File: config.mk
export PLATFORM = sky130hd
export DESIGN_NAME = reg_file_cfg
export DESIGN_NICKNAME = d
export VERILOG_FILES = /design/src/rtl/reg_file_cfg.sv
export SDC_FILE = /design/constraint.sdc
export NUM_CORES = 1
export LEC_CHECK = 0
export ABC_AREA = 1
export CORE_MARGIN = 2
export CORE_UTILIZATION = 55
export DETAILED_ROUTE_END_ITERATION = 16
export GPL_TIMING_DRIVEN = 1
export MAX_ROUTING_LAYER = met4
export PLACE_DENSITY = 0.78
export SETUP_SLACK_MARGIN = 0.15
export SYNTH_ARGS = -nofsm -noshare
export SYNTH_HDL_FRONTEND = slang
export SYNTH_SLANG_ARGS = --single-unit
File: constraint.sdc
create_clock -name clk -period 2.6 [get_ports clk]
set_input_delay 0.26 -clock clk [delete_from_list [all_inputs] [get_ports clk]]
set_output_delay 0.26 -clock clk [all_outputs]
set_load 0.005 [all_outputs]
File: src/rtl/reg_file_cfg.sv
// rtl/reg_file_cfg.sv - parametrised register file with registered read, error strobe and config lock
// Registers 0..3 are exported continuously; writing bit 0 of register DEPTH-1 locks them until reset.
module reg_file_cfg #(
    parameter int             WIDTH        = 8,
    parameter int             DEPTH        = 16,
    parameter int             ADDR         = 4,
    parameter logic [7:0]     UART_CFG_RST = 8'b1000_0001,
    parameter logic [7:0]     DIV_RST      = 8'd32
) (
    input  logic              clk,
    input  logic              rst,
    input  logic              WrEn,
    input  logic              RdEn,
    input  logic [ADDR-1:0]   Address,
    input  logic [WIDTH-1:0]  WrData,
    output logic [WIDTH-1:0]  RdData,
    output logic              RdData_Valid,
    output logic              Err,
    output logic              Locked,
    output logic [WIDTH-1:0]  REG0,
    output logic [WIDTH-1:0]  REG1,
    output logic [WIDTH-1:0]  REG2,
    output logic [WIDTH-1:0]  REG3
);

    logic [WIDTH-1:0] r_mem [DEPTH];
    logic [WIDTH-1:0] r_rd_data;
    logic             r_rd_valid;
    logic             r_err;
    logic             r_locked;

    logic             w_in_range;
    logic             w_cfg_addr;
    logic             w_wr_req;
    logic             w_rd_req;
    logic             w_conflict;
    logic             w_wr_ok;
    logic             w_err_next;

    assign w_in_range = ({1'b0, Address} < (ADDR+1)'(DEPTH));
    assign w_cfg_addr = (Address <= ADDR'(3));
    assign w_wr_req   = WrEn & ~RdEn;
    assign w_rd_req   = RdEn & ~WrEn;
    assign w_conflict = WrEn & RdEn;
    // Lock gates only the exported configuration registers; the lock register stays writable.
    assign w_wr_ok    = w_wr_req & w_in_range & ~(r_locked & w_cfg_addr);
    assign w_err_next = w_conflict | (w_wr_req & ~w_wr_ok) | (w_rd_req & ~w_in_range);

    always_ff @(posedge clk) begin
        if (!rst) begin
            for (int i = 0; i < DEPTH; i++) begin
                r_mem[i] <= '0;
            end
            r_mem[2]   <= WIDTH'(UART_CFG_RST);
            r_mem[3]   <= WIDTH'(DIV_RST);
            r_rd_data  <= '0;
            r_rd_valid <= 1'b0;
            r_err      <= 1'b0;
            r_locked   <= 1'b0;
        end else begin
            r_rd_valid <= w_rd_req;
            r_err      <= w_err_next;
            if (w_wr_ok) begin
                r_mem[Address] <= WrData;
                if ((Address == ADDR'(DEPTH-1)) && WrData[0]) begin
                    r_locked <= 1'b1;
                end
            end
            if (w_rd_req) begin
                r_rd_data <= w_in_range ? r_mem[Address] : '0;
            end
        end
    end

    assign RdData       = r_rd_data;
    assign RdData_Valid = r_rd_valid;
    assign Err          = r_err;
    assign Locked       = r_locked;
    assign REG0         = r_mem[0];
    assign REG1         = r_mem[1];
    assign REG2         = r_mem[2];
    assign REG3         = r_mem[3];

endmodule

==> flow_summary.html, run 1 <==
<table>
<tr><th>Metric</th><th>Value</th></tr>
<tr><th colspan="2">Clock network</th></tr>
<tr><td>Hold bufs inserted after CTS</td><td>0</td></tr>
<tr><td>Htree depth</td><td>4</td></tr>
<tr><td>Maximum buffer depth of the clock tree</td><td>2</td></tr>
<tr><td>Number of buffers created by CTS</td><td>17</td></tr>
<tr><td>Count of instances resized after the clock tree is built</td><td>0</td></tr>
<tr><td>Clock latency on the worst-skew pair</td><td>0.41 ns</td></tr>
<tr><td>Clock-pin slew on the worst setup and hold paths</td><td>around 0.060 ns</td></tr>
<tr><td>Count of clock tree sinks</td><td>139</td></tr>
<tr><td>TritonCTS clock tree</td><td>built</td></tr>
<tr><td>Post-CTS setup buffer count</td><td>0</td></tr>
<tr><td>Cell at the root of the clock tree</td><td>clkbuf_16</td></tr>
<tr><th colspan="2">Routing</th></tr>
<tr><td>Antenna Nets Post-Route</td><td>0</td></tr>
<tr><td>Drt total wl</td><td>roughly 16000 um</td></tr>
<tr><td>Routed vias/inst</td><td>5.46</td></tr>
<tr><td>Starting DRC count in detailed routing</td><td>524</td></tr>
<tr><td>Post-route DRC</td><td>0</td></tr>
<tr><td>Drt pass-1 iters</td><td>5</td></tr>
<tr><td>Via count</td><td>~5000</td></tr>
<tr><td>Average wire length per cell after detail routing</td><td>17.5 um</td></tr>
<tr><th colspan="2">Setup path</th></tr>
<tr><td>Crit-path most repeated cell</td><td>nand2_1</td></tr>
<tr><td>Crit path launch type</td><td>input pin</td></tr>
<tr><td>Required time at the worst-slack endpoint</td><td>approximately 2.7 ns</td></tr>
<tr><td>Cell type of the slowest stage on the worst timing path</td><td>clkdlybuf4s50_1</td></tr>
<tr><td>Arr. time, crit path</td><td>around 2.1 ns</td></tr>
<tr><td>Ordered list of cells on the worst path</td><td>clkdlybuf4s50_1 -&gt; clkinv_1 -&gt; nand2_1 -&gt; inv_1 -&gt; nand2_2 -&gt; nand2_1</td></tr>
<tr><td>Stage delay of the slowest cell on the critical path</td><td>roughly 0.67 ns</td></tr>
<tr><td>Max FO, Critical Path</td><td>11</td></tr>
<tr><td>Worst setup path startpoint</td><td>Address[1]</td></tr>
<tr><td>Startpoint of the worst-slack reg-to-reg timing path</td><td>Locked</td></tr>
<tr><td>Class of the most critical setup path</td><td>input pin to flop</td></tr>
<tr><td>Endpoint class of the critical path</td><td>flop</td></tr>
<tr><th colspan="2">Synth</th></tr>
<tr><td>Yosys warnings</td><td>0</td></tr>
<tr><td>Average footprint of a synthesized cell</td><td>8.99 sq um</td></tr>
<tr><td>Compound-cell area share of the yosys netlist</td><td>0.00948</td></tr>
<tr><td>Leading cell types by count after synthesis</td><td>nand2_1, edfxtp_1, nor2_1, inv_1, nand3_1</td></tr>
<tr><td>Mux cell area share after synthesis</td><td>0</td></tr>
<tr><td>Gate Count Post-Synth</td><td>719</td></tr>
<tr><td>Dominant combinational cell family by area after synthesis</td><td>simple AND/OR/NAND/NOR gates</td></tr>
<tr><td>Arithmetic-cell share of the synthesized area counting full adders, half adders and majority gates</td><td>0</td></tr>
<tr><td>Synthesized net count</td><td>735</td></tr>
<tr><td>Dominant register cell in the synthesized netlist</td><td>edfxtp_1</td></tr>
<tr><td>Cell with the most instances after synthesis</td><td>nand2_1</td></tr>
<tr><td>Count of flip-flops with a built-in enable after synthesis</td><td>128</td></tr>
<tr><td>Xor and xnor fraction of the mapped netlist area</td><td>0</td></tr>
<tr><td>Fraction of the mapped netlist area in simple logic gates</td><td>0.326</td></tr>
<tr><td>Library cell with the largest summed area after synthesis</td><td>edfxtp_1</td></tr>
<tr><td>Library cells used by synthesis</td><td>21</td></tr>
<tr><td>Fraction of the yosys area taken by sequential cells</td><td>0.629</td></tr>
<tr><td>Proportion of netlist area held by the largest area contributor</td><td>0.595</td></tr>
<tr><td>Synth Cell Area</td><td>~6500 sq um</td></tr>
<tr><td>Fraction of registers with async set or reset after synthesis</td><td>0</td></tr>
<tr><td>Flip-flop and latch count after synthesis</td><td>139</td></tr>
<tr><td>Top cells by area in the synthesized netlist</td><td>edfxtp_1, nand2_1, nor2_1, dfxtp_1, nor2_2</td></tr>
<tr><th colspan="2">Timing</th></tr>
<tr><td>Minimum period implied by the final worst setup slack</td><td>2.01 ns</td></tr>
<tr><td>Worst-case setup margin in the final layout</td><td>0.591 ns</td></tr>
<tr><td>Max-slew violation count</td><td>0</td></tr>
<tr><td>Total of endpoints with negative setup slack in the final report</td><td>0</td></tr>
<tr><td>Final cycle utilization of the critical path</td><td>0.773</td></tr>
<tr><td>Slew headroom</td><td>0.435</td></tr>
<tr><td>RSZ-0062 raised after global routing</td><td>false</td></tr>
<tr><td>Worst Max-Slew Pin Slew</td><td>between 0.8 and 0.9 ns</td></tr>
<tr><td>Setup skew after layout</td><td>about 0.0057 ns</td></tr>
<tr><td>Final TNS setup</td><td>0 ns</td></tr>
<tr><td>Hold slack</td><td>0.435 ns</td></tr>
<tr><td>Achievable frequency</td><td>0.498 GHz</td></tr>
<tr><td>Final count of hold timing violations</td><td>0</td></tr>
<tr><th colspan="2">Power</th></tr>
<tr><td>Total power draw</td><td>roughly 5.7 mW</td></tr>
<tr><td>Static leakage power</td><td>about 3.4 nW</td></tr>
<tr><td>Worst-case vdd ir drop</td><td>0.000507 V</td></tr>
<tr><td>Power per standard cell area</td><td>728 nW/um^2</td></tr>
<tr><th colspan="2">Floorplan</th></tr>
<tr><td>Die Wd</td><td>112 um</td></tr>
<tr><td>Area of the die</td><td>12600 sq um</td></tr>
<tr><td>I/O Pins</td><td>59</td></tr>
<tr><td>Standard-cell row count</td><td>39</td></tr>
<tr><td>Core area</td><td>11500 sq um</td></tr>
<tr><td>Chip Height</td><td>112 um</td></tr>
<tr><td>Effective utilization at floorplan</td><td>0.564</td></tr>
<tr><th colspan="2">Global route</th></tr>
<tr><td>Aggregate global-route resource usage</td><td>0.276</td></tr>
<tr><td>Maximum number of pins on one net before global-route repair</td><td>55</td></tr>
<tr><td>Antenna violations before repair</td><td>0</td></tr>
<tr><td>GRT Residual Overflow</td><td>0</td></tr>
<tr><td>Global-route wire length before repair</td><td>25400 um</td></tr>
<tr><td>Vias in the first global route</td><td>4973</td></tr>
<tr><th colspan="2">Final layout</th></tr>
<tr><td>Area growth from synthesis to layout</td><td>20.8%</td></tr>
<tr><td>Non-filler instance count after layout</td><td>931</td></tr>
<tr><td>Share of cells above drive strength 1</td><td>0.109</td></tr>
<tr><td>Number of filler cells placed in the layout</td><td>880</td></tr>
<tr><td>Net count of the finished layout</td><td>between 700 and 800</td></tr>
<tr><td>Number of diodes</td><td>0</td></tr>
<tr><th colspan="2">Placement</th></tr>
<tr><td>GPL Wtd Cong</td><td>about 0.96</td></tr>
<tr><td>Setup slack at placement</td><td>0.208 ns</td></tr>
<tr><td>Count of port buffers added during placement</td><td>58</td></tr>
<tr><td>Post-DP HPWL</td><td>10800 um</td></tr>
<tr><td>Post-placement cell count</td><td>902</td></tr>
<tr><th colspan="2">Worst hold path</th></tr>
<tr><td>Worst Hold Launch</td><td>Address[0]</td></tr>
<tr><td>Class of the tightest hold or removal check</td><td>input pin to flop</td></tr>
<tr><th colspan="2">Run</th></tr>
<tr><td>Number of maximum-capacitance constraint violations</td><td>0</td></tr>
<tr><th colspan="2">Run status</th></tr>
<tr><td>Outcome</td><td>finished clean</td></tr>
</table>
==> worst max-delay path: cells and delay by family <==
kind / cells / cell delay (ns)
simple gates: 3 / 0.64
buf+inv: 3 / 1.21
==> path summary, 6_finish.rpt <==
kind / depth (start not counted) / endpoint / slack [ns]
min reg2reg: 2 / RdData[6] / 0.53
min: 5 / r_mem[2][7] / 0.43
max reg2reg: 5 / r_mem[15][1] / 0.82
max: 6 / r_mem[4][5] / 0.59
==> metrics by stage <==
stage / util / instance area (sq um)
6_report: 0.681 / 7810
5_1_grt: 0.681 / 7810
4_1_cts: 0.681 / 7810
3_5_place_dp: 0.626 / 7180
3_3_place_gp: 0.626 / 7180
2_1_floorplan: - / 6460
==> sequential cells by signal, indices dropped and copies added (netlist names) <==
signal	count
Locked	1
RdData	8
Err	1
r_mem	128
RdData_Valid	1
==> power breakdown <==
part | leakage (nW) | total (mW) | switching, mW | internal, mW
combinational | 1.76 | 0.501 | 0.326 | 0.175
clock | 0.298 | 2.58 | 0.892 | 1.68
sequential | 1.31 | 2.61 | 0.0480 | 2.56
total | 3.37 | 5.68 | 1.27 | 4.42
==> routing by layer <==
metal,vias to the layer above,GRT usage,routed length [um]
met5,-,-,0
met4,0,0.106,495
met3,36,0.0454,1130
met2,257,0.447,8040
met1,2389,0.353,6600
li1,2403,-,-
==> cells by family (layout without fill, tap and decap cells) <==
| group | Yosys count | count (layout) |
|---|---|---|
| buffers and inverters | 55 | 124 |
| and+or+nand+nor | 515 | 515 |
| AOI/OAI and AO/OA | 10 | 10 |
| DFF | 139 | 139 |
==> layout by cell type, fill, tap and decap left out, types with 2 or more instances in the layout <==
cell | netlist | final
buf_4 | 2 | 14
bufinv_16 | 0 | 5
clkbuf_16 | 0 | 17
clkdlybuf4s50_1 | 0 | 57
clkinv_1 | 2 | 3
clkinv_4 | 1 | 4
clkinvlp_4 | 0 | 2
dfxtp_1 | 11 | 11
edfxtp_1 | 128 | 128
inv_1 | 18 | 18
inv_2 | 2 | 2
nand2_1 | 330 | 330
nand2_2 | 13 | 13
nand2_4 | 4 | 4
nand3_1 | 18 | 18
nor2_1 | 127 | 127
nor2_2 | 17 | 17
nor2_4 | 4 | 4
o21ai_0 | 9 | 9
==> layout make-up <==
| class | instances | area (sq um) | area share |
|---|---|---|---|
| inverters | 23 | 91.3 | 0.0117 |
| multi-input cells | 525 | 2170 | 0.278 |
| repair buffers | 72 | 681 | 0.0872 |
| well taps | 143 | 179 | 0.0229 |
| clock inverters | 12 | 200 | 0.0256 |
| flip-flops and latches | 139 | 4060 | 0.521 |
| clock buffers | 17 | 425 | 0.0545 |
Note: power is estimated with default switching activity, not from simulation.
==> run 2, diff against run 1 <==
--- a/config.mk
+++ b/config.mk
@@ -7,11 +7,11 @@
 export LEC_CHECK = 0
 export ABC_AREA = 1
 export CORE_MARGIN = 2
-export CORE_UTILIZATION = 55
+export CORE_UTILIZATION = 52
 export DETAILED_ROUTE_END_ITERATION = 16
 export GPL_TIMING_DRIVEN = 1
 export MAX_ROUTING_LAYER = met4
-export PLACE_DENSITY = 0.78
+export PLACE_DENSITY = 0.77
 export SETUP_SLACK_MARGIN = 0.15
 export SYNTH_ARGS = -nofsm -noshare
 export SYNTH_HDL_FRONTEND = slang
==> constraint.sdc (replaced) <==
create_clock -name clk -period 1.7 [get_ports clk]
set_input_delay 0.17 -clock clk [delete_from_list [all_inputs] [get_ports clk]]
set_output_delay 0.17 -clock clk [all_outputs]
set_load 0.005 [all_outputs]
==> run 2 against run 1 <==
Net effect:
- sequential share of layout area decreased by 2.6 points
- global-route usage decreased by 0.077 points
- clock-buffer cell count stayed put
- clock skew grew 0.00098 ns
- combinational power grew 69%
- first-iteration DRC count increased by 7.8%
- sequential cell count did not move
- die area rose by 5.6%
- hold slack lost 0.091 ns
- core utilization increased by 0.13 points
- critical path type is now flop to output pin
- critical endpoint is now Locked
- largest power group unchanged
==> flow_summary.html, run 2 (same netlist as run 1, synthesis figures left out) <==
<table>
<tr><th>Metric</th><th>Value</th></tr>
<tr><th colspan="2">Run status</th></tr>
<tr><td>Outcome</td><td>finished clean</td></tr>
<tr><th colspan="2">Floorplan</th></tr>
<tr><td>Core area</td><td>12100 sq um (+5.2%)</td></tr>
<tr><td>Effective utilization at floorplan</td><td>0.536 (-0.0278)</td></tr>
<tr><td>Die Wd</td><td>116 um (+2.7%)</td></tr>
<tr><td>I/O Pins</td><td>59 (unchanged)</td></tr>
<tr><td>Standard-cell row count</td><td>40 (+2.6%)</td></tr>
<tr><td>Area of the die</td><td>13300 sq um (+5.6%)</td></tr>
<tr><td>Chip Height</td><td>116 um (+2.7%)</td></tr>
<tr><th colspan="2">Clock network</th></tr>
<tr><td>Htree depth</td><td>4 (unchanged)</td></tr>
<tr><td>Count of clock tree sinks</td><td>139 (unchanged)</td></tr>
<tr><td>Maximum buffer depth of the clock tree</td><td>2 (unchanged)</td></tr>
<tr><td>Clock latency on the worst-skew pair</td><td>0.42 ns (about the same)</td></tr>
<tr><td>Clock-pin slew on the worst setup and hold paths</td><td>0.06 ns (about the same)</td></tr>
<tr><td>TritonCTS clock tree</td><td>built</td></tr>
<tr><td>Number of buffers created by CTS</td><td>17 (unchanged)</td></tr>
<tr><td>Cell at the root of the clock tree</td><td>clkbuf_16</td></tr>
<tr><th colspan="2">Setup path</th></tr>
<tr><td>Cell family contributing the most delay on the critical path</td><td>buffers and inverters</td></tr>
<tr><td>Crit path launch type</td><td>flop</td></tr>
<tr><td>Required time at the worst-slack endpoint</td><td>1.53 ns (-1.17 ns)</td></tr>
<tr><td>CP bufs+invs</td><td>1 (-2)</td></tr>
<tr><td>Ordered list of cells on the worst path</td><td>clkdlybuf4s50_1</td></tr>
<tr><td>R2r worst-path depth</td><td>6 (+1)</td></tr>
<tr><td>Endpoint class of the critical path</td><td>output pin</td></tr>
<tr><td>Total stage count of the critical path</td><td>1 (-5)</td></tr>
<tr><td>Cell type of the slowest stage on the worst timing path</td><td>clkdlybuf4s50_1</td></tr>
<tr><td>Stage delay of the slowest cell on the critical path</td><td>0.53 ns (-0.14 ns)</td></tr>
<tr><td>Max FO, Critical Path</td><td>3 (-8)</td></tr>
<tr><td>Class of the most critical setup path</td><td>flop to output pin</td></tr>
<tr><td>Arr. time, crit path</td><td>1.33 ns (-0.78 ns)</td></tr>
<tr><th colspan="2">Timing</th></tr>
<tr><td>Setup skew after layout</td><td>0.00670 ns (+0.000983 ns)</td></tr>
<tr><td>Slew headroom</td><td>0.716 (+0.280)</td></tr>
<tr><td>RSZ-0062 raised after global routing</td><td>false</td></tr>
<tr><td>Final cycle utilization of the critical path</td><td>0.882</td></tr>
<tr><td>Total of endpoints with negative setup slack in the final report</td><td>0 (unchanged)</td></tr>
<tr><td>Achievable frequency</td><td>0.667 GHz</td></tr>
<tr><td>Hold slack</td><td>0.343 ns (-0.0914 ns)</td></tr>
<tr><td>Minimum period implied by the final worst setup slack</td><td>around 1.5 ns</td></tr>
<tr><td>Final count of hold timing violations</td><td>0 (unchanged)</td></tr>
<tr><td>Worst Max-Slew Pin Slew</td><td>0.427 ns (-0.419 ns)</td></tr>
<tr><td>Max-slew violation count</td><td>0 (unchanged)</td></tr>
<tr><th colspan="2">Routing</th></tr>
<tr><td>Post-route DRC</td><td>0 (unchanged)</td></tr>
<tr><td>Antenna Nets Post-Route</td><td>0 (unchanged)</td></tr>
<tr><td>Via count</td><td>5259 (+3.4%)</td></tr>
<tr><td>Drt total wl</td><td>16600 um (+2.2%)</td></tr>
<tr><td>Starting DRC count in detailed routing</td><td>565 (+7.8%)</td></tr>
<tr><td>Routed vias/inst</td><td>5.26 (-3.7%)</td></tr>
<tr><td>Average wire length per cell after detail routing</td><td>16.6 um (-4.8%)</td></tr>
<tr><td>Drt pass-1 iters</td><td>6 (+1)</td></tr>
<tr><th colspan="2">Global route</th></tr>
<tr><td>Aggregate global-route resource usage</td><td>0.275 (-0.000768)</td></tr>
<tr><td>Antenna violations before repair</td><td>0 (unchanged)</td></tr>
<tr><td>Global-route wire length before repair</td><td>26100 um (+2.7%)</td></tr>
<tr><td>Vias in the first global route</td><td>5151 (+3.6%)</td></tr>
<tr><td>Maximum number of pins on one net before global-route repair</td><td>43 (-22%)</td></tr>
<tr><td>GRT Residual Overflow</td><td>0 (unchanged)</td></tr>
<tr><th colspan="2">Placement</th></tr>
<tr><td>GPL Wtd Cong</td><td>1.00 (+4.6%)</td></tr>
<tr><td>Post-placement cell count</td><td>969 (+7.4%)</td></tr>
<tr><td>Count of port buffers added during placement</td><td>58 (unchanged)</td></tr>
<tr><td>Post-DP HPWL</td><td>11300 um (+4.4%)</td></tr>
<tr><td>Total cell area at the placement stage</td><td>7590 sq um (+5.7%)</td></tr>
<tr><th colspan="2">Final layout</th></tr>
<tr><td>Number of filler cells placed in the layout</td><td>890 (+1.1%)</td></tr>
<tr><td>Non-filler instance count after layout</td><td>1000 (+7.4%)</td></tr>
<tr><td>Register area</td><td>4070 sq um (about the same)</td></tr>
<tr><td>Most common cell after layout, fill and taps aside</td><td>nand2_1</td></tr>
<tr><td>Number of diodes</td><td>0 (unchanged)</td></tr>
<tr><td>Commonest non-fill, non-tap cells in the layout</td><td>nand2_1, edfxtp_1, nor2_1</td></tr>
<tr><td>Share of cells above drive strength 1</td><td>0.175 (+0.0663)</td></tr>
<tr><td>Register name with the most flops</td><td>r_mem</td></tr>
<tr><td>Area growth from synthesis to layout</td><td>27.3%</td></tr>
<tr><td>Fin area</td><td>8230 sq um (+5.4%)</td></tr>
<tr><td>Net count of the finished layout</td><td>837 (+5.4%)</td></tr>
<tr><td>Multi-input gate area in the final layout</td><td>2210 sq um (+2.1%)</td></tr>
<tr><td>Max FFs per register</td><td>128 (unchanged)</td></tr>
<tr><td>End-of-flow core utilization</td><td>0.682 (+0.00131)</td></tr>
<tr><th colspan="2">Worst hold path</th></tr>
<tr><td>Class of the tightest hold or removal check</td><td>input pin to flop</td></tr>
<tr><td>Cell count of the worst hold path</td><td>6 (+1)</td></tr>
<tr><th colspan="2">Power</th></tr>
<tr><td>Worst-case vdd ir drop</td><td>0.000719 V (+42%)</td></tr>
<tr><td>Power per standard cell area</td><td>1030 nW/um^2 (+42%)</td></tr>
<tr><td>Total power draw</td><td>8.49 mW (+49%)</td></tr>
<tr><td>Static leakage power</td><td>3.58 nW (+6.3%)</td></tr>
<tr><th colspan="2">Run</th></tr>
<tr><td>Number of maximum-capacitance constraint violations</td><td>0 (unchanged)</td></tr>
</table>
[run 2: through the flow]
stage | setup slack [ns] | TNS (ns)
after detailed placement | -0.282 | -38.59
final | 0.200 | 0
after floorplan | 0.160 | 0
after global placement | -0.239 | -30.88
after global routing | 0.155 | 0
after CTS | 0.168 | 0
[run 2: power by group]
group          switching, mW  internal (mW)  total [mW]
Clock                   1.38           2.27        3.65
Sequential            0.0762           3.91        3.99
Combinational          0.517          0.330       0.846
Total                   1.97           6.52        8.49
[run 2: final timing paths]
| kind | end | from | slack (ns) |
|---|---|---|---|
| max reg2reg | r_mem[5][2] | Locked | 0.20 |
| max | Locked | Locked | 0.20 |
| min reg2reg | Locked | Locked | 0.52 |
| min | r_mem[2][7] | Address[0] | 0.34 |
[run 2: cell type report]
class                   instances  area share
inverters                      23      0.0111
clock buffers                  17      0.0517
clock inverters                13      0.0186
repair buffers                115       0.130
flip-flops and latches        139       0.494
well taps                     168      0.0255
multi-input cells             525       0.269
[run 2: what timing repair did]
| action | in CTS | in global routing |
|---|---|---|
| buffers inserted | 0 | 1 |
| pin swaps | 0 | 3 |
| gates cloned | 0 | 0 |
| setup endpoints to repair | 113 | 53 |
| resized for setup | 14 | 6 |
| hold buffers | 0 | 0 |
[run 2: per-layer routing]
metal / part of all wire / GRT usage / vias to the layer above
met5: 0 / - / -
met4: 0.040 / 0.140 / 0
met3: 0.083 / 0.0544 / 58
met2: 0.50 / 0.441 / 280
met1: 0.38 / 0.333 / 2433
li1: - / - / 2488
==> run 3, diff against run 2 <==
--- a/config.mk
+++ b/config.mk
@@ -11,7 +11,7 @@
 export DETAILED_ROUTE_END_ITERATION = 16
 export GPL_TIMING_DRIVEN = 1
 export MAX_ROUTING_LAYER = met4
-export PLACE_DENSITY = 0.77
+export PLACE_DENSITY = 0.76
 export SETUP_SLACK_MARGIN = 0.15
 export SYNTH_ARGS = -nofsm -noshare
 export SYNTH_HDL_FRONTEND = slang
==> run 3 against run 2 <==
Net effect:
- via count grew 1.0%
- sequential cell count is the same
- critical path type unchanged
- clock power grew 4%
- largest cell class unchanged
- register-to-register slack is essentially flat
- design area is the same
==> flow_summary.html, run 3 (same netlist as run 1, synthesis figures left out) <==
<table>
<tr><th>Metric</th><th>Value</th></tr>
<tr><th colspan="2">Run status</th></tr>
<tr><td>Outcome</td><td>finished clean</td></tr>
<tr><th colspan="2">Timing</th></tr>
<tr><td>Setup skew after layout</td><td>0.00935 ns (+0.00265 ns)</td></tr>
<tr><td>RSZ-0062 raised after global routing</td><td>false</td></tr>
<tr><td>Achievable frequency</td><td>0.664 GHz (-0.42%)</td></tr>
<tr><td>Max-slew violation count</td><td>0 (unchanged)</td></tr>
<tr><td>Slew headroom</td><td>0.705 (-0.0108)</td></tr>
<tr><td>Hold slack</td><td>0.357 ns (+0.0134 ns)</td></tr>
<tr><td>Final cycle utilization of the critical path</td><td>0.886 (+0.00376)</td></tr>
<tr><td>Final TNS setup</td><td>0 ns (unchanged)</td></tr>
<tr><td>Minimum period implied by the final worst setup slack</td><td>1.51 ns (+0.00640 ns)</td></tr>
<tr><td>Total of endpoints with negative setup slack in the final report</td><td>0 (unchanged)</td></tr>
<tr><td>Final count of hold timing violations</td><td>0 (unchanged)</td></tr>
<tr><td>Worst Max-Slew Pin Slew</td><td>0.442 ns (+0.0157 ns)</td></tr>
<tr><th colspan="2">Worst hold path</th></tr>
<tr><td>Class of the tightest hold or removal check</td><td>input pin to flop</td></tr>
<tr><td>Worst Hold Launch</td><td>Address[0]</td></tr>
<tr><td>Cell count of the worst hold path</td><td>6 (unchanged)</td></tr>
<tr><td>Worst Hold End</td><td>r_mem[2][7]</td></tr>
<tr><th colspan="2">Power</th></tr>
<tr><td>Static leakage power</td><td>3.58 nW (about the same)</td></tr>
<tr><td>Share of total power consumed by net switching</td><td>0.227 (-0.00523)</td></tr>
<tr><td>Logic gate share of total power</td><td>0.098 (-0.002)</td></tr>
<tr><td>Share of total power in the clock network</td><td>0.438 (+0.008)</td></tr>
<tr><td>Sequential share of power</td><td>0.463 (-0.007)</td></tr>
<tr><td>Power per standard cell area</td><td>1050 nW/um^2 (+1.6%)</td></tr>
<tr><td>Internal power</td><td>6.66 mW (+2.3%)</td></tr>
<tr><td>Worst-case vdd ir drop</td><td>0.000604 V (-16%)</td></tr>
<tr><td>Reported net switching power</td><td>1.95 mW (-0.72%)</td></tr>
<tr><th colspan="2">Global route</th></tr>
<tr><td>Maximum number of pins on one net before global-route repair</td><td>33 (-23%)</td></tr>
<tr><td>Antenna violations before repair</td><td>0 (unchanged)</td></tr>
<tr><td>Global-route wire length before repair</td><td>26000 um (-0.74%)</td></tr>
<tr><td>Vias in the first global route</td><td>5143 (-0.16%)</td></tr>
<tr><td>Aggregate global-route resource usage</td><td>0.274 (-0.00142)</td></tr>
<tr><td>GRT Residual Overflow</td><td>0 (unchanged)</td></tr>
<tr><th colspan="2">Final layout</th></tr>
<tr><td>Register area</td><td>4070 sq um (unchanged)</td></tr>
<tr><td>Area growth from synthesis to layout</td><td>27.3% (unchanged)</td></tr>
<tr><td>Fin area</td><td>8230 sq um (unchanged)</td></tr>
<tr><td>End-of-flow core utilization</td><td>0.682 (unchanged)</td></tr>
<tr><td>Number of diodes</td><td>0 (unchanged)</td></tr>
<tr><td>Net count of the finished layout</td><td>835 (-0.24%)</td></tr>
<tr><td>Most common cell after layout, fill and taps aside</td><td>nand2_1</td></tr>
<tr><td>Number of filler cells placed in the layout</td><td>884 (-0.67%)</td></tr>
<tr><td>Register name with the most flops</td><td>r_mem</td></tr>
<tr><td>Commonest non-fill, non-tap cells in the layout</td><td>nand2_1, edfxtp_1, nor2_1</td></tr>
<tr><td>Multi-input gate area in the final layout</td><td>2210 sq um (unchanged)</td></tr>
<tr><td>Non-filler instance count after layout</td><td>999 (-0.10%)</td></tr>
<tr><td>Share of cells above drive strength 1</td><td>0.174 (-0.000992)</td></tr>
<tr><td>Max FFs per register</td><td>128 (unchanged)</td></tr>
<tr><th colspan="2">Setup path</th></tr>
<tr><td>Arr. time, crit path</td><td>1.34 ns (about the same)</td></tr>
<tr><td>Endpoint class of the critical path</td><td>output pin</td></tr>
<tr><td>Stage delay of the slowest cell on the critical path</td><td>0.54 ns (about the same)</td></tr>
<tr><td>CP bufs+invs</td><td>1 (unchanged)</td></tr>
<tr><td>Max FO, Critical Path</td><td>2 (-1)</td></tr>
<tr><td>Startpoint of the worst-slack reg-to-reg timing path</td><td>Locked</td></tr>
<tr><td>Cell type of the slowest stage on the worst timing path</td><td>clkdlybuf4s50_1</td></tr>
<tr><td>Required time at the worst-slack endpoint</td><td>1.53 ns (about the same)</td></tr>
<tr><td>Crit path launch type</td><td>flop</td></tr>
<tr><td>Class of the most critical setup path</td><td>flop to output pin</td></tr>
<tr><td>R2r worst-path depth</td><td>8 (+2)</td></tr>
<tr><td>Ordered list of cells on the worst path</td><td>clkdlybuf4s50_1</td></tr>
<tr><td>Setup slack, reg-to-reg</td><td>0.20 ns (about the same)</td></tr>
<tr><td>R2r endpoint</td><td>r_mem[3][1]</td></tr>
<tr><td>Cell family contributing the most delay on the critical path</td><td>buffers and inverters</td></tr>
<tr><th colspan="2">Routing</th></tr>
<tr><td>Post-route DRC</td><td>0 (unchanged)</td></tr>
<tr><td>Drt pass-1 iters</td><td>6 (unchanged)</td></tr>
<tr><td>Average wire length per cell after detail routing</td><td>16.7 um (+0.73%)</td></tr>
<tr><td>Antenna Nets Post-Route</td><td>0 (unchanged)</td></tr>
<tr><td>Via count</td><td>5313 (+1.0%)</td></tr>
<tr><td>Drt total wl</td><td>16700 um (+0.63%)</td></tr>
<tr><td>Starting DRC count in detailed routing</td><td>468 (-17%)</td></tr>
<tr><td>Routed vias/inst</td><td>5.32 (+1.1%)</td></tr>
<tr><th colspan="2">Clock network</th></tr>
<tr><td>Maximum buffer depth of the clock tree</td><td>2 (unchanged)</td></tr>
<tr><td>Clock latency on the worst-skew pair</td><td>0.43 ns (about the same)</td></tr>
<tr><td>Count of clock tree sinks</td><td>139 (unchanged)</td></tr>
<tr><td>TritonCTS clock tree</td><td>built</td></tr>
<tr><td>Clock-pin slew on the worst setup and hold paths</td><td>0.06 ns (about the same)</td></tr>
<tr><td>Number of buffers created by CTS</td><td>17 (unchanged)</td></tr>
<tr><td>Htree depth</td><td>4 (unchanged)</td></tr>
<tr><td>Cell at the root of the clock tree</td><td>clkbuf_16</td></tr>
<tr><th colspan="2">Run</th></tr>
<tr><td>Number of maximum-capacitance constraint violations</td><td>0 (unchanged)</td></tr>
<tr><th colspan="2">Floorplan</th></tr>
<tr><td>Standard-cell row count</td><td>40 (unchanged)</td></tr>
<tr><td>Core area</td><td>12100 sq um (unchanged)</td></tr>
<tr><td>I/O Pins</td><td>59 (unchanged)</td></tr>
<tr><td>Area of the die</td><td>13300 sq um (unchanged)</td></tr>
<tr><td>Chip Height</td><td>116 um (unchanged)</td></tr>
<tr><td>Effective utilization at floorplan</td><td>0.536 (unchanged)</td></tr>
<tr><td>Die Wd</td><td>116 um (unchanged)</td></tr>
<tr><th colspan="2">Placement</th></tr>
<tr><td>Post-DP HPWL</td><td>11200 um (-0.56%)</td></tr>
<tr><td>Total cell area at the placement stage</td><td>7550 sq um (-0.56%)</td></tr>
<tr><td>Count of port buffers added during placement</td><td>58 (unchanged)</td></tr>
<tr><td>Post-placement cell count</td><td>965 (-0.41%)</td></tr>
<tr><td>GPL Wtd Cong</td><td>0.947 (-5.3%)</td></tr>
</table>
## run 3: changes by cell type in the layout (fill, tap and decap cells not counted), sizes merged
cell	delta
clkinvlp	+2
clkbuf	+1
bufinv	+1
buf	-2
inv	-1
clkinv	-2
## run 3: metrics by stage
| stage | setup slack [ns] | total power [mW] |
|---|---|---|
| floorplan | 0.160 | 4.46 |
| global placement | -0.266 | 4.85 |
| detailed placement | -0.325 | 4.87 |
| CTS | 0.156 | 8.62 |
| global route | 0.151 | 8.87 |
| finish | 0.194 | 8.62 |
## run 3: worst max-delay path by stage
| stage | start | end | slack (ns) | cells past startpoint |
|---|---|---|---|---|
| 6_report | r_mem[3][4] | REG3[4] | 0.19 | 1 |
| 5_1_grt | Locked | r_mem[5][4] | 0.15 | 5 |
| 4_1_cts | Locked | r_mem[3][3] | 0.16 | 8 |
| 3_5_place_dp | Address[2] | r_mem[0][7] | -0.33 | 9 |
| 3_3_place_gp | Address[2] | r_mem[0][0] | -0.27 | 9 |
| 2_1_floorplan | Locked | r_mem[1][0] | 0.16 | 7 |
## run 3: power by group through the flow
stage	Clock, mW	Sequential (mW)	Combinational, mW
after floorplan	0	4.04	0.419
after global placement	0	4.05	0.797
after detailed placement	0	4.06	0.809
after CTS	3.80	3.99	0.825
after global routing	3.95	4.01	0.917
final	3.78	3.99	0.846
## run 3: layout make-up
cell class                 instances  area share
clock buffer                      18      0.0522
tap                              168      0.0255
clock inverter                    13      0.0214
sequential                       139       0.494
timing repair buffer             113       0.127
inverter                          23      0.0111
multi-input combinational        525       0.269
## run 3: repair_timing
action | CTS | global route
gates resized for setup | 13 | 7
hold buffers | 0 | 0
pin swaps | 0 | 1
buffers inserted | 0 | 3
endpoints found under the setup margin | 121 | 135
## run 3: routing by layer
metal  up-vias  GRT usage  share of wire
li1       2476          -              -
met4         0      0.156          0.046
met1      2435      0.331           0.39
met3        73     0.0654          0.093
met2       329      0.423           0.47
met5         -          -              0
## run 3: worst reg2reg max path, stage by stage, from the launching register on
cell      delay [ns]
dfxtp_2         0.35
a21oi_4         0.16
nand3_4         0.16
inv_2           0.09
nand2_2         0.07
clkinv_4        0.11
nand2_4         0.07
nand2_2         0.08
buf_12          0.13
